--- src/rtl/rr_arb2_mux_pkg.sv ---
// rr_arb2_mux_pkg: shared definitions for the two-requester round-robin arbiter.
//   arb_state_e : FSM state encodings (ST_IDLE=0, ST_G0=1, ST_G1=2), also used by
//                 the bench monitor to classify the observed grant.
//   cnt_width() : width of the burst counter, $clog2(n) with a floor of 1 bit.
package rr_arb2_mux_pkg;

  typedef enum logic [1:0] {
    ST_IDLE = 2'd0,
    ST_G0   = 2'd1,
    ST_G1   = 2'd2
  } arb_state_e;

  function automatic int cnt_width(input int n);
    return (n > 1) ? $clog2(n) : 1;
  endfunction

endpackage

--- src/rtl/arb_mxw.sv ---
// arb_mxw: WIDTH-bit 2:1 multiplexer used as the arbiter's shared datapath.
//   d0 : in  WIDTH  selected when s=0
//   d1 : in  WIDTH  selected when s=1
//   s  : in  1      select
//   y  : out WIDTH  selected data
module arb_mxw #(
  parameter int WIDTH = 8
) (
  input  logic [WIDTH-1:0] d0,
  input  logic [WIDTH-1:0] d1,
  input  logic             s,
  output logic [WIDTH-1:0] y
);

  assign y = s ? d1 : d0;

endmodule

--- src/rtl/rr_arb2_mux.sv ---
// rr_arb2_mux: two-requester round-robin arbiter driving one WIDTH-bit 2:1 mux.
//   clk     : in  1      rising-edge clock
//   reset_n : in  1      synchronous active-low reset
//   req0/1  : in  1      requests, held high until done
//   d0/d1   : in  WIDTH  requester data
//   grant0/1: out 1      registered grants (one-hot or zero)
//   sel     : out 1      registered mux select, equals grant1
//   valid   : out 1      grant0 | grant1
//   y       : out WIDTH  selected data, zero when no grant
// Build option: define ARB_BURST_LIMIT_EN to force a handover after MAX_BURST
// consecutive cycles while the other side is waiting. Without it a grant is
// held until its request drops and MAX_BURST has no effect.
//
// state   | meaning
// ST_IDLE | no grant; ties go to the side that was not served last
// ST_G0   | requester 0 owns the bus
// ST_G1   | requester 1 owns the bus
module rr_arb2_mux
  import rr_arb2_mux_pkg::*;
#(
  parameter int WIDTH     = 8,
  parameter int MAX_BURST = 4
) (
  input  logic             clk,
  input  logic             reset_n,
  input  logic             req0,
  input  logic             req1,
  input  logic [WIDTH-1:0] d0,
  input  logic [WIDTH-1:0] d1,
  output logic             grant0,
  output logic             grant1,
  output logic             sel,
  output logic             valid,
  output logic [WIDTH-1:0] y
);

  arb_state_e       state, state_nxt;
  logic             last;        // 1: requester 1 was granted most recently
  logic             burst_limit; // current owner has used its full burst
  logic [WIDTH-1:0] mux_y;

`ifdef ARB_BURST_LIMIT_EN
  localparam int              CNT_W   = cnt_width(MAX_BURST);
  localparam logic [CNT_W-1:0] CNT_MAX = CNT_W'(MAX_BURST - 1);

  logic [CNT_W-1:0] burst_cnt;

  assign burst_limit = (burst_cnt == CNT_MAX);

  // Cleared on any state change, so entering a grant starts a fresh burst;
  // saturates so a lone requester can hold the bus indefinitely.
  always_ff @(posedge clk) begin
    if (!reset_n) begin
      burst_cnt <= '0;
    end else if (state_nxt != state) begin
      burst_cnt <= '0;
    end else if (state_nxt != ST_IDLE && !burst_limit) begin
      burst_cnt <= burst_cnt + 1'b1;
    end
  end
`else
  localparam int max_burst_unused = MAX_BURST;

  assign burst_limit = 1'b0;
`endif

  always_comb begin
    state_nxt = state;
    case (state)
      ST_IDLE: begin
        if (req0 && req1)  state_nxt = last ? ST_G0 : ST_G1;
        else if (req0)     state_nxt = ST_G0;
        else if (req1)     state_nxt = ST_G1;
      end
      ST_G0: begin
        if (!req0)                  state_nxt = req1 ? ST_G1 : ST_IDLE;
        else if (req1 && burst_limit) state_nxt = ST_G1;
      end
      ST_G1: begin
        if (!req1)                  state_nxt = req0 ? ST_G0 : ST_IDLE;
        else if (req0 && burst_limit) state_nxt = ST_G0;
      end
      default: state_nxt = ST_IDLE;
    endcase
  end

  always_ff @(posedge clk) begin
    if (!reset_n) begin
      state <= ST_IDLE;
      last  <= 1'b1;
    end else begin
      state <= state_nxt;
      if (state_nxt != state && state_nxt != ST_IDLE) begin
        last <= (state_nxt == ST_G1);
      end
    end
  end

  assign grant0 = (state == ST_G0);
  assign grant1 = (state == ST_G1);
  assign sel    = grant1;
  assign valid  = grant0 | grant1;

  arb_mxw #(.WIDTH(WIDTH)) u_mux (
    .d0 (d0),
    .d1 (d1),
    .s  (sel),
    .y  (mux_y)
  );

  assign y = valid ? mux_y : '0;

endmodule

--- config.mk ---
export PLATFORM = sky130hd
export DESIGN_NAME = rr_arb2_mux
export DESIGN_NICKNAME = d
export VERILOG_FILES = /design/src/rtl/rr_arb2_mux_pkg.sv /design/src/rtl/arb_mxw.sv /design/src/rtl/rr_arb2_mux.sv
export SDC_FILE = /design/constraint.sdc
export NUM_CORES = 1
export LEC_CHECK = 0
export ABC_CLOCK_PERIOD_IN_PS = 2000
export CORE_MARGIN = 2
export CORE_UTILIZATION = 33
export CTS_CLUSTER_DIAMETER = 80
export DETAILED_ROUTE_END_ITERATION = 8
export PLACE_DENSITY_LB_ADDON = 0.05
export SLEW_MARGIN = 20
export SYNTH_ARGS = -nofsm -noshare
export SYNTH_HDL_FRONTEND = slang
export SYNTH_SLANG_ARGS = --single-unit
export TNS_END_PERCENT = 30
--- constraint.sdc ---
create_clock -name clk -period 2 [get_ports clk]
set_clock_uncertainty 0.05 [all_clocks]
set_input_delay 0.5 -clock clk [delete_from_list [all_inputs] [get_ports clk]]
set_output_delay 0.5 -clock clk [all_outputs]
set_load 0.005 [all_outputs]
==> results by group <==
Finish
  • Final Core Density: around 70%
  • Area growth syn-to-layout: 101%
  • Layout Nets: ~120
  • Final instance area: 915 um2
  • Commonest non-fill, non-tap cell in the layout: clkdlybuf4s50_1
  • Most frequent cells in the layout: 20 x clkdlybuf4s50_1, 9 x nor2b_1, 8 x mux2i_1
  • Diode count: 0
  • Final Non-Filler Cells: 107
  • Share of layout cells above drive strength 1: 30.4%

Logic synthesis
  • FFs w/ async S/R, synth: 0%
  • Cells after synthesis: 50
  • Syn nets: between 70 and 80
  • Synth top area share: between 10% and 20%
  • EDFF count, synth: 0
  • Synth top area cells: mux2i_1 20%, dfxtp_1 13%, nor2b_1 12%
  • Yosys cell types: 21
  • Synth area leader: mux2i_1
  • Synth warn: 0
  • Post-Syn Area per Cell: 9.08 um2
  • Post-synthesis cell area: around 450 um2
  • Sequential share of the synthesized area: a little over an eighth
  • Top FF cell, synth: dfxtp_1
  • Flops & latches, synth: 3

Route
  • Antenna-violating nets left: 0
  • DRC violations left: 0
  • Vias: 526
  • Final WL: 1.36 mm
  • Initial DRC Count: 8
  • First-pass DRT Iterations: 4
  • DR WL/cell: approximately 13 um
  • Routed vias/inst: ~5

STA
  • Fin crit share: 97.0%
  • Final Hold Viols: 0
  • Final setup vio count: 0
  • Unrepaired setup endpoints after global routing: false
  • Worst slew margin: roughly three quarters
  • Tightest Pin Transition: between 0.3 and 0.4 ns
  • Hold WS: between 0.4 and 0.5 ns
  • Tmin final: 1.94 ns
  • Fmax: slightly above 500 MHz
  • Setup TNS: 0 ns
  • Fin. max-slew vios: 0
  • Worst setup margin: ~0.060 ns

Critical path
  • WP data arrival: between 1 and 1.5 ns
  • Crit. End Element: output pin
  • Largest fanout on the critical path: 4
  • Slowest stage cell, crit path: clkdlybuf4s50_1
  • Worst Setup Path Type: flop to output pin
  • CP max stage delay: a little under 0.5 ns
  • Crit-path cells: inv_2, buf_6, ha_4, clkdlybuf4s50_1
  • CP Launch Type: flop
  • Worst EP required: about 1.5 ns

Floorplanning
  • Cell Rows: 13
  • IO Count: 32
  • Core footprint: 1300 um2
  • Die area: about 1700 um2
  • Starting density of the core: between 30% and 40%
  • Die Ht: between 40 and 50 um
  • Die X: 41.1 um

Flow run
  • Max Cap Viol: 0

GRT
  • Total congestion overflow: 0
  • Via count of the first global-routing pass: 480
  • First-pass GRT wire length: 1.98 mm
  • Total GRT Usage: approximately 18%
  • Largest net degree at the start of global routing: 10
  • Antenna violations before repair: 0

Clocking
  • Clock Path Buffers: 2
  • CTS root buffer: clkbuf_4
  • H-tree Lvls: 1
  • Number of buffers added for setup after CTS: 0
  • Later-pin clock latency in the skew report: roughly 0.23 ns
  • CTS Buf Count: 3
  • TritonCTS Sinks: 3
  • Worst-path clk slew: around 0.04 ns
  • CTS tree: yes

Place
  • Placed insts: around 100
  • GPL Wtd Cong: between 0.6 and 0.7
  • I/O Buffers: 31
  • DP Worst Slack: -0.233 ns
  • Placed cell areas: roughly 830 um2

Min path
  • HP Class: flop to flop

Power and ir drop
  • Total leakage power: between 0.3 and 0.4 nW
  • Power Density: 759 nW/um2
  • Power consumption: about 0.69 mW
  • Worst VDD drop: between 0.7 and 0.8 mV

Status
  • Outcome: complete, no violations
==> final timing paths <==
kind / start / end / slack (ns) / cells after the start
setup / recovery: state[1]$_SDFF_PN0_ / grant0 / 0.06 / 4
hold / removal: last$_SDFFE_PN1P_ / last$_SDFFE_PN1P_ / 0.50 / 2
setup reg to reg: state[0]$_SDFF_PN0_ / last$_SDFFE_PN1P_ / 0.28 / 6
hold reg to reg: last$_SDFFE_PN1P_ / last$_SDFFE_PN1P_ / 0.50 / 2
==> layout make-up <==
type,instances,area (um2)
clock buffer,4,26.3
inverter,3,13.8
sequential,3,65.1
fill,119,387
multi-input combinational,42,405
tap,15,18.8
timing repair buffer,40,385
==> logic make-up after synthesis <==
logic type	synth area share (%)
and+or+nand+nor	25.3
DFF	13.2
buffers and inverters	6.61
adders and majority gates	11.0
AOI/OAI and AO/OA	24.0
muxes	19.8
==> critical path: cells and delay by family, from the launching register on <==
kind                       cells  cell delay (ns)
DFF                            1             0.35
adders and majority gates      1             0.13
buffers and inverters          3             0.69
==> report_power, final <==
part           internal [mW]  total (mW)  leakage [nW]  switching [mW]
clock                 0.0746       0.103        0.0150          0.0286
combinational          0.293       0.493         0.354           0.200
sequential            0.0794      0.0977        0.0258          0.0183
total                  0.447       0.694         0.395           0.247
==> synth_stat cells, types with 2 or more instances <==
library cell / count
a2bb2oi_2: 2
dfxtp_1: 3
ha_1: 4
inv_1: 3
mux2i_1: 9
nand2_1: 3
nand4_1: 2
nor2_1: 3
nor2b_1: 9
==> state kept, by name, summed over array words and instances, names as in the netlist <==
signal  cells
state       2
last        1
==> timing repair <==
item | in CTS | in global routing
setup endpoints to repair | 12 | 12
hold buffers | 0 | 0
gates resized for setup | 20 | 16
pin swaps | 0 | 1
==> layer usage <==
layer / vias to the layer above / GRT usage, % / share of wire (%)
li1: 266 / - / -
met1: 234 / 19.7 / 41
met2: 26 / 32.0 / 49
met3: 0 / 7.61 / 10
met4: 0 / 0 / 0
met5: - / 0 / 0
Note: power is estimated with default switching activity, not from simulation.
